==> src/rtl/instr_sequencer.sv <==
// instr_sequencer: 16-entry program memory feeding a FETCH/DECODE/WRITEBACK
// sequencer that drives register-file addresses and ALU controls downstream.
// Every output is a register; the program memory is writable only while the
// sequencer is parked in IDLE or DONE.
`timescale 1ns/1ps

module instr_sequencer (
  input  logic        clk,
  input  logic        reset,
  input  logic        load_en,
  input  logic [3:0]  load_addr,
  input  logic [20:0] load_data,
  input  logic        start,
  output logic [3:0]  RA1,
  output logic [3:0]  RA2,
  output logic [3:0]  WA,
  output logic [7:0]  external_data_in,
  output logic        RegWrite,
  output logic        ALUSrc,
  output logic [1:0]  ALUControl,
  output logic [3:0]  pc,
  output logic        busy,
  output logic        done
);

  // Instruction word layout, MSB first.
  typedef struct packed {
    logic       halt;
    logic       we;
    logic       alu_src;
    logic [1:0] alu_ctl;
    logic [3:0] wa;
    logic [3:0] ra1;
    logic [7:0] imm;
  } instr_t;

  typedef enum logic [2:0] {
    S_IDLE,
    S_FETCH,
    S_DECODE,
    S_WRITEBACK,
    S_DONE
  } state_t;

  localparam logic [3:0] LAST_ADDR = 4'hF;

  state_t      r_state;
  instr_t      r_ir;
  logic [20:0] r_mem [16];

  logic w_parked;
  logic w_mem_we;

  // Loads and restarts are only honoured while no program is running.
  assign w_parked = (r_state == S_IDLE) || (r_state == S_DONE);
  // Reset outranks a load on the same edge.
  assign w_mem_we = reset && w_parked && load_en;

  // Program memory write port.
  // NOTE: the memory has no reset branch on purpose -- reset must leave the
  // loaded program intact, and an unreset array maps onto plain RAM.
  always_ff @(posedge clk) begin
    if (w_mem_we) begin
      r_mem[load_addr] <= load_data;
    end
  end

  // Sequencer FSM with all outputs registered alongside the state.
  // NOTE: every state/output register is assigned with <= so all of them
  // update together from the pre-edge values; a blocking = here would let
  // later statements see half-updated state.
  always_ff @(posedge clk) begin
    if (!reset) begin
      r_state          <= S_IDLE;
      r_ir             <= '0;
      pc               <= '0;
      RA1              <= '0;
      RA2              <= '0;
      WA               <= '0;
      external_data_in <= '0;
      RegWrite         <= 1'b0;
      ALUSrc           <= 1'b0;
      ALUControl       <= '0;
      busy             <= 1'b0;
      done             <= 1'b0;
    end else begin
      case (r_state)
        S_IDLE, S_DONE: begin
          // A load on this same edge lands in memory before the FETCH reads it.
          if (start) begin
            pc      <= '0;
            busy    <= 1'b1;
            done    <= 1'b0;
            r_state <= S_FETCH;
          end
        end

        S_FETCH: begin
          r_ir     <= instr_t'(r_mem[pc]);
          RegWrite <= 1'b0;
          r_state  <= S_DECODE;
        end

        S_DECODE: begin
          if (r_ir.halt) begin
            // Halt retires without a write and leaves pc on the halt word.
            busy    <= 1'b0;
            done    <= 1'b1;
            r_state <= S_DONE;
          end else begin
            // Fields become visible during WRITEBACK, which is exactly
            // the cycle the write strobe is high.
            RA1              <= r_ir.ra1;
            RA2              <= r_ir.imm[3:0];
            WA               <= r_ir.wa;
            external_data_in <= r_ir.imm;
            ALUSrc           <= r_ir.alu_src;
            ALUControl       <= r_ir.alu_ctl;
            RegWrite         <= r_ir.we;
            r_state          <= S_WRITEBACK;
          end
        end

        S_WRITEBACK: begin
          RegWrite <= 1'b0;
          if (pc == LAST_ADDR) begin
            // Falling off the end of memory is an implicit halt; pc stays put.
            busy    <= 1'b0;
            done    <= 1'b1;
            r_state <= S_DONE;
          end else begin
            pc      <= pc + 4'd1;
            r_state <= S_FETCH;
          end
        end

        default: begin
          r_state <= S_IDLE;
        end
      endcase
    end
  end

endmodule

==> config.mk <==
export PLATFORM = sky130hd
export DESIGN_NAME = instr_sequencer
export DESIGN_NICKNAME = d
export VERILOG_FILES = /design/src/rtl/instr_sequencer.sv
export SDC_FILE = /design/constraint.sdc
export NUM_CORES = 1
export LEC_CHECK = 0
export CAP_MARGIN = 10
export CORE_UTILIZATION = 30
export CTS_CLUSTER_DIAMETER = 200
export CTS_CLUSTER_SIZE = 25
export DETAILED_ROUTE_END_ITERATION = 16
export SETUP_SLACK_MARGIN = 0.15
export SLEW_MARGIN = 20
export SYNTH_ARGS = -nofsm -noshare
export SYNTH_HDL_FRONTEND = slang
export SYNTH_SLANG_ARGS = --single-unit
==> constraint.sdc <==
create_clock -name clk -period 3.1 [get_ports clk]
set_input_delay 0.31 -clock clk [delete_from_list [all_inputs] [get_ports clk]]
set_output_delay 0.31 -clock clk [all_outputs]
set_load 0.03 [all_outputs]
==> metrics.txt, run 1 <==
commonest cells after routing, fill and taps aside=edfxtp_1, mux2i_1, nand2_1; worst min path class=flop to flop; DR iter-0 viols=887; Worst EP arrival=2.11 ns; R2R depth=5; Layout fillers=4,496; CP cell instances=buf_12 > clkdlybuf4s50_1; H-tree Lvls=1; area of the multi-input gates=3450 sq um; nets=884; clk buf depth=3; register area=11,100 sq um; first-pass GRT wire length=50,300 microns; Leak=4.94 nW; Peak Freq=413 MHz; Die Area=50,200 sq um; Worst-Skew Late Latency=0.52 ns; sequential area share after synthesis=75.0%; DR DRC count=0; worst-margin pin slew=1.00 ns; cts repair resizes=0; outcome=complete, no violations; period utilization=78.2%; PwrDens=548 nW/um^2; sum of buffers and inverters on the critical path=2; fin worst setup slack=0.676 ns; I/O Buffers=58; Via-to-Cell Ratio=4.86; initial antenna violation count=0; syn_nets=811; Hold Path Depth=2; Post-CTS Hold Buffers=0; clock sink count=386; Max rail drop VDD=0.331 mV; final setup TNS=0 ns; Die W=224 microns; RSZ-0062 raised after global routing=no; GRT Residual Overflow=0; Crit path depth=2; CP delay by family, top=buffers and inverters; overall global routing resource usage=13.7%; vias=7,394; share of cells above drive strength 1=15.8%; post-synthesis average cell area=18.9 sq um; Ant. Diodes=0; WL/cell=22.8 microns; cell count after synthesis=781; crit-path max FO=30; CP startpoint kind=flop; Total Wirelength=34,600 microns; leading cell type in the layout, fill and taps excluded=edfxtp_1; Max Slew Vio Count=0; Synth Warn #=0; max-cap check violation count=0; First-pass DRT Iterations=5; Layout Area Growth over Synthesis=14.1%; Worst Skew=0.0134 ns; Largest stage delay, worst path=0.73 ns; Initial Util=30.7%; post-detailed-route count of antenna-violating nets=0; Ports=59; CTS buffer count=19; vias in the first global route=7,263; Setup Fix Bufs, Post-CTS=0; Final Hold Fails=0; Root Driver=clkbuf_16; DP HPWL=22,300 microns; WS Path Type=flop to output pin; Period minus WS final=2.42 ns; Synth Cell Area=14,800 sq um; core area=48,100 sq um; highest-delay cell along the critical path=clkdlybuf4s50_1; row cnt=80; pin count of the biggest net entering global routing=67; RD Place Congestion=0.797; WP data required=2.79 ns; crit end category=output pin; Yosys cell types=42; clk slew on worst S/H paths=0.10 ns; Final Setup Violations=0; Slew headroom=32.9%; Seq cells post-synth=386; Primary FF master, synth=edfxtp_1; TritonCTS clock tree=yes; Post-synth EDFFs=336; ys async rst share=0%; pre-CTS setup slack=0.574 ns; die height=224 microns
## routing by layer
layer  vias to the layer above  GRT usage, %  wire [microns]
met3                        18          3.07            2390
met1                      3881          19.9           16100
met2                       230          21.4           15900
met5                         -             0               0
met4                         0          1.94             242
li1                       3265             -               -
## state kept, by name (all words and copies together), names as in the netlist, 3 cells and up
register	count
r_mem	336
r_ir	21
external_data_in	5
RA1	4
WA	4
pc	4
RA2	3
r_state	3
## per-stage QoR
stage	std cells	util, %	cell area, sq um	power (mW)	hold WS, ns
2_1_floorplan	781	-	14800	6.29	0.409
3_3_place_gp	1489	33.9	16300	6.59	0.445
3_5_place_dp	1489	33.9	16300	6.60	0.442
4_1_cts	1522	35.0	16900	9.30	0.440
5_1_grt	1522	35.0	16900	9.54	0.472
6_report	1522	35.0	16900	9.24	0.460
## power breakdown
| part | total [mW] | switching, mW | leakage [nW] | internal (mW) |
|---|---|---|---|---|
| clock network | 2.77 | 1.58 | 0.257 | 1.18 |
| logic | 0.708 | 0.414 | 1.25 | 0.294 |
| registers | 5.77 | 0.0648 | 3.43 | 5.70 |
| total | 9.24 | 2.06 | 4.94 | 7.18 |
## worst reg2reg max path: stages (launching register included)
cell and delay, ns:
dfxtp_1 0.48, nor2_1 0.40, and3_1 0.25, nand3b_1 0.22
nor3_2 0.18, buf_4 0.35
## cell type report
cell class,count,area share [%]
clock buffers,32,3.11
multi-input cells,347,20.4
clock inverters,1,0.0964
flip-flops and latches,386,65.8
inverters,2,0.0445
well taps,656,4.86
repair buffers,98,5.67
## worst paths after layout
| kind | start | to | slack, ns |
|---|---|---|---|
| worst max-delay path | pc[0] | pc[0] | 0.68 |
| worst min-delay path | external_data_in[4] | external_data_in[4] | 0.46 |
| worst max register to register | r_state[0] | r_mem[2][16] | 0.89 |
| worst min register to register | external_data_in[4] | external_data_in[4] | 0.46 |
## synthesized netlist by cell type (5+ instances only)
cell / number / share of area [%]
nor3_1: 5 / 0.17
dfxtp_1: 50 / 6.8
edfxtp_1: 336 / 68
o21ai_1: 10 / 0.34
nor2_1: 18 / 0.46
o2111ai_1: 6 / 0.36
nand2b_1: 21 / 0.89
buf_2: 16 / 0.54
nand3_1: 9 / 0.30
a21boi_1: 5 / 0.25
a22oi_1: 15 / 0.76
mux4_1: 11 / 2.0
a21boi_0: 15 / 0.76
buf_4: 12 / 0.61
a32oi_1: 15 / 0.89
o211ai_1: 6 / 0.30
mux4_2: 52 / 7.9
mux2i_1: 65 / 4.4
clkbuf_1: 13 / 0.33
o21ai_0: 8 / 0.27
nand2_1: 60 / 1.5
## kinds of logic (layout without fill, tap and decap cells)
logic type | after synthesis | in the layout | share of synthesized area [%]
buf+inv | 48 | 133 | 2.03
compound gates | 87 | 87 | 4.27
mux | 129 | 129 | 14.4
simple gates | 129 | 129 | 4.18
xor+xnor | 1 | 1 | 0.0593
fa+ha+maj | 1 | 1 | 0.0846
flops | 386 | 386 | 75.0
Note: power is estimated with default switching activity, not from simulation.
==> run 2: changes to the inputs <==
==> constraint.sdc (replaced) <==
create_clock -name clk -period 1.96 [get_ports clk]
set_input_delay 0.196 -clock clk [delete_from_list [all_inputs] [get_ports clk]]
set_output_delay 0.196 -clock clk [all_outputs]
set_load 0.03 [all_outputs]
==> run 2 against run 1 <==
Against the previous run:
- final cell count up 3.0%
- die area is the same
- register-to-register slack got worse by 0.78 ns
- global-route usage grew 0.47 points
- sequential share of layout area down 3.0 points
- wire length rose by 3.0%
- via count is 2.9% higher
- non-clock buffer count grew 45
- clock power up 57%
- setup slack lost 0.57 ns
- cell area increased by 4.9%
- clock-buffer cell count fell by 1
- critical path type is now flop to flop
==> metrics.txt, run 2 (synthesis results as in run 1) <==
DR iter-0 viols=785 (-11%); Clock power frac=29.3% (-0.6 points); register area=11,100 sq um (about the same); Root Driver=clkbuf_16; share of cells above drive strength 1=22.6% (+6.8 points); logic gate share of total power=9.4% (+1.7 points); PwrDens=838 nW/um^2 (+53%); switching fraction of total power=22.2% (-0.12 points); WP data required=2.38 ns (-0.41 ns); final setup TNS=0 ns (unchanged); Layout Area Growth over Synthesis=19.7%; overall global routing resource usage=14.2% (+0.47 points); Via-to-Cell Ratio=4.85 (about the same); RSZ-0062 raised after global routing=yes; Leak=5.54 nW (+12%); Die W=224 microns (unchanged); WS Path Type=flop to flop; Final Setup Violations=0 (unchanged); vias in the first global route=7,662 (+5.5%); Die Area=50,200 sq um (unchanged); GRT Residual Overflow=0 (unchanged); CTS buffer count=19 (unchanged); Worst-Skew Late Latency=0.53 ns (about the same); crit-path max FO=11 (-63%); Area after DPL=16,900 sq um (+3.4%); first-pass GRT wire length=52,100 microns (+3.4%); Layout fillers=4,414 (-1.8%); area of the multi-input gates=3590 sq um (+4.0%); H-tree Lvls=1 (unchanged); First-pass DRT Iterations=5 (unchanged); TritonCTS clock tree=yes; period utilization=94.3%; Ant. Diodes=0 (unchanged); Flop pwr share=61.3% (-1.1 points); row cnt=80 (unchanged); Cells after DPL=1,520 (+2.1%); Layout Cells excl Fill=1,567 (+3.0%); post-detailed-route count of antenna-violating nets=0 (unchanged); CP startpoint kind=flop; Post-CTS Hold Buffers=0 (unchanged); worst-margin pin slew=0.750 ns (-0.254 ns); core area=48,100 sq um (unchanged); Worst EP arrival=2.27 ns (+0.16 ns); most used routing layer=met2; max-cap check violation count=0 (unchanged); clk buf depth=3 (unchanged); nets=929 (+5.1%); Largest Register=r_mem; clock sink count=386 (unchanged); Ports=59 (unchanged); Largest regs=r_mem x336, r_ir x21, external_data_in x5; fin util=36.8% (+1.7 points); Internal Power=11.5 mW (+61%); Max rail drop VDD=0.472 mV (+42%); clk slew on worst S/H paths=0.10 ns (about the same); P_sw=3.29 mW (+60%); vias=7,607 (+2.9%); initial antenna violation count=1 (+1); global-route met3 utilization=2.28% (-0.79 points); Final Hold Fails=0 (unchanged); Period minus WS final=1.85 ns; commonest cells after routing, fill and taps aside=edfxtp_1, nand2_1, mux2i_1; grt met1 use=21.1% (+1.1 points); DP HPWL=23,500 microns (+5.3%); outcome=complete, no violations; DR DRC count=0 (unchanged); Worst Skew=0.0186 ns (+0.00521 ns); leading cell type in the layout, fill and taps excluded=edfxtp_1; worst min path class=input port to flop; Max Slew Vio Count=0 (unchanged); Largest register FFs=336 (unchanged); met2 Usage GRT=21.9% (+0.53 points); Peak Freq=541 MHz; Slew headroom=49.8% (+17 points); Total Wirelength=35,700 microns (+3.0%); post-layout power=14.8 mW (+60%); Final Cell Area=17,700 sq um (+4.9%); I/O Buffers=58 (unchanged); WL/cell=22.8 microns (about the same); RD Place Congestion=0.784 (-1.6%); crit end category=flop; Initial Util=30.7% (unchanged); pin count of the biggest net entering global routing=58 (-13%); die height=224 microns (unchanged)
-- run 2: cell types whose count changed in the layout (fill, tap and decap cells not counted), sizes merged --
| cell | previous run | this run |
|---|---|---|
| buf | 40 | 85 |
| clkdlybuf4s50 | 58 | 37 |
| dlymetal6s2s | 0 | 11 |
| dlygate4sd2 | 0 | 7 |
| bufbuf | 0 | 1 |
| clkbuf | 32 | 33 |
| inv | 3 | 4 |
-- run 2: routing by layer --
metal  share of wire [%]  routed length, microns
met1                  45                   16200
met5                   0                       0
met2                  46                   16300
met3                 7.4                    2640
met4                 1.5                     535
-- run 2: stage by stage --
step	hold slack, ns	setup slack (ns)
finish	0.369	0.111
global route	0.374	0.0430
CTS	0.332	0.0313
detailed placement	0.455	0.00222
global placement	0.451	0.0436
floorplan	0.295	0.0381
-- run 2: path summary, 6_finish.rpt --
path / start / end / slack, ns / cells after the start
min reg2reg: external_data_in[4] / external_data_in[4] / 0.47 / 2
max reg2reg: pc[0] / r_ir[1] / 0.11 / 6
max: pc[0] / r_ir[1] / 0.11 / 6
min: start / r_state[0] / 0.37 / 3
-- run 2: area by class of cell --
| class | instances | area share [%] |
|---|---|---|
| sequential | 386 | 62.7 |
| timing repair buffer | 143 | 9.23 |
| tap | 656 | 4.64 |
| multi-input combinational | 347 | 20.3 |
| inverter | 2 | 0.0424 |
| clock inverter | 2 | 0.141 |
| clock buffer | 31 | 2.94 |
-- run 2: power by group through the flow --
| stage | combinational (mW) | sequential, mW | clock (mW) |
|---|---|---|---|
| 6_report | 1.40 | 9.09 | 4.34 |
| 4_1_cts | 1.35 | 9.09 | 4.45 |
| 3_5_place_dp | 1.28 | 9.27 | 0 |
| 2_1_floorplan | 0.703 | 9.26 | 0 |
| 5_1_grt | 1.49 | 9.10 | 4.72 |
| 3_3_place_gp | 1.26 | 9.27 | 0 |
-- run 2: timing repair --
| action | in CTS | in global routing |
|---|---|---|
| gates cloned | 2 | 1 |
| resized for setup | 15 | 30 |
| setup buffers | 3 | 8 |
| setup endpoints to repair | 22 | 68 |
| pin swaps | 0 | 6 |
-- run 2: worst max-delay path, cell delays in order (launching register included) --
cell      delay (ns)
dfxtp_4         0.45
buf_12          0.16
buf_4           0.13
mux4_2          0.49
nand2b_1        0.17
a32oi_1         0.23
o21ai_1         0.09
==> run 3: changes to the inputs <==
--- a/config.mk
+++ b/config.mk
@@ -10,6 +10,8 @@
 export CTS_CLUSTER_DIAMETER = 200
 export CTS_CLUSTER_SIZE = 25
 export DETAILED_ROUTE_END_ITERATION = 16
+export GPL_ROUTABILITY_DRIVEN = 1
+export RECOVER_POWER = 50
 export SETUP_SLACK_MARGIN = 0.15
 export SLEW_MARGIN = 20
 export SYNTH_ARGS = -nofsm -noshare
==> run 3 against run 2 <==
Against the previous run:
- flip-flop and latch count unchanged
- clock skew rose by 0.00077 ns
- core utilization decreased by 0.25 points
- clock-buffer cell count unchanged
- worst hold slack got worse by 0.0035 ns
- die area did not move
- global-route usage stayed put
- via count is essentially flat
- critical endpoint is now r_ir[13]
- largest power group unchanged
- highest routed layer unchanged
==> metrics.txt, run 3 (synthesis results as in run 1) <==
die height=224 microns (unchanged); DR iter-0 viols=797 (+1.5%); DR DRC count=0 (unchanged); post-detailed-route count of antenna-violating nets=0 (unchanged); Slew headroom=30.9% (-19 points); Largest Register=r_mem; crit end category=flop; CTS buffer count=19 (unchanged); Max rail drop VDD=0.473 mV (+0.35%); RD Place Congestion=0.784 (unchanged); initial antenna violation count=1 (unchanged); vias=7,610 (+0.039%); Die Area=50,200 sq um (unchanged); wl on met1=16,500 microns (+2.3%); nets=929 (unchanged); WL/cell=22.8 microns (+0.13%); register area=11,100 sq um (about the same); Ports=59 (unchanged); max-cap check violation count=0 (unchanged); clk buf depth=3 (unchanged); Worst Skew=0.0194 ns (+0.000770 ns); period utilization=94.4% (+0.10 points); Layout Area Growth over Synthesis=18.9%; Ant. Diodes=0 (unchanged); row cnt=80 (unchanged); Largest regs=r_mem x336, r_ir x21, external_data_in x5; crit-path max FO=8 (-3); clk slew on worst S/H paths=0.10 ns (about the same); CP startpoint kind=flop; pin count of the biggest net entering global routing=58 (unchanged); worst min path class=input port to flop; met2 WL=16,300 microns (about the same); first-pass GRT wire length=52,100 microns (unchanged); clock sink count=386 (unchanged); worst-margin pin slew=1.04 ns (+0.287 ns); Via-to-Cell Ratio=4.86 (about the same); H-tree Lvls=1 (unchanged); Root Driver=clkbuf_16; core area=48,100 sq um (unchanged); DP HPWL=23,500 microns (unchanged); Initial Util=30.7% (unchanged); vias in the first global route=7,662 (unchanged); Worst-Skew Late Latency=0.53 ns (about the same); leading cell type in the layout, fill and taps excluded=edfxtp_1; WS Path Type=flop to flop; WP data required=2.37 ns (about the same); Post-CTS Hold Buffers=0 (unchanged); fin util=36.5% (-0.25 points); pre-CTS setup slack=0.00222 ns (unchanged); First-pass DRT Iterations=5 (unchanged); metal3 WL=2320 microns (-12%); Leak=5.30 nW (-4.3%); GRT Residual Overflow=0 (unchanged); Period minus WS final=1.85 ns (+0.00201 ns); Largest register FFs=336 (unchanged); final setup TNS=0 ns (unchanged); share of cells above drive strength 1=22.0% (-0.66 points); Max Slew Vio Count=0 (unchanged); commonest cells after routing, fill and taps aside=edfxtp_1, nand2_1, mux2i_1; I/O Buffers=58 (unchanged); PwrDens=843 nW/um^2 (+0.64%); area of the multi-input gates=3580 sq um (-0.28%); overall global routing resource usage=14.2% (unchanged); fin worst setup slack=0.109 ns (-0.00201 ns); outcome=complete, no violations; top sig layer=met4; Peak Freq=540 MHz (-0.11%); Worst EP arrival=2.26 ns (about the same); Total Wirelength=35,700 microns (+0.13%); Die W=224 microns (unchanged); TritonCTS clock tree=yes; Layout fillers=4,432 (+0.41%); Final Hold Fails=0 (unchanged); Final Setup Violations=0 (unchanged); RSZ-0062 raised after global routing=yes
-- run 3: critical path, cell delays in order (launching register included) --
cell and delay, ns:
dfxtp_4 0.46, buf_6 0.15, buf_12 0.13, buf_4 0.11
mux4_2 0.50, mux2i_2 0.26, o21ai_0 0.12
-- run 3: metrics by stage --
stage               hold WS [ns]  cells  power, mW  area, sq um
floorplan                  0.295    781       9.97        14900
global placement           0.451   1520       10.5        16900
detailed placement         0.455   1520       10.5        16900
CTS                        0.332   1558       14.9        17500
global route               0.374   1567       15.3        17600
finish                     0.365   1567       14.8        17600
-- run 3: metal layers --
| layer | vias to the layer above | GRT usage (%) |
|---|---|---|
| met5 | - | 0 |
| met4 | 0 | 2.85 |
| met3 | 33 | 2.28 |
| met2 | 217 | 21.9 |
| met1 | 4017 | 21.1 |
| li1 | 3343 | - |
-- run 3: final cells by class --
class	count	area share, %
clock buffer	31	2.96
clock inverter	2	0.142
inverter	2	0.0427
multi-input combinational	347	20.3
sequential	386	63.2
tap	656	4.67
timing repair buffer	143	8.67
-- run 3: worst paths after layout --
path | depth (start not counted) | end | slack, ns | start
max | 6 | r_ir[13] | 0.11 | pc[0]
min | 3 | r_state[0] | 0.37 | start
max reg2reg | 6 | r_ir[13] | 0.11 | pc[0]
min reg2reg | 2 | external_data_in[4] | 0.46 | external_data_in[4]
-- run 3: timing repair --
action                     CTS  global route
setup buffers                3             8
gates resized for setup     15            30
cloned                       2             1
pin swaps                    0             6
setup endpoints to repair   22            68
-- run 3: where the power goes --
part / internal (mW) / switching, mW / leakage [nW]
Clock: 1.87 / 2.48 / 0.260
Sequential: 9.01 / 0.0751 / 3.43
Combinational: 0.632 / 0.750 / 1.61
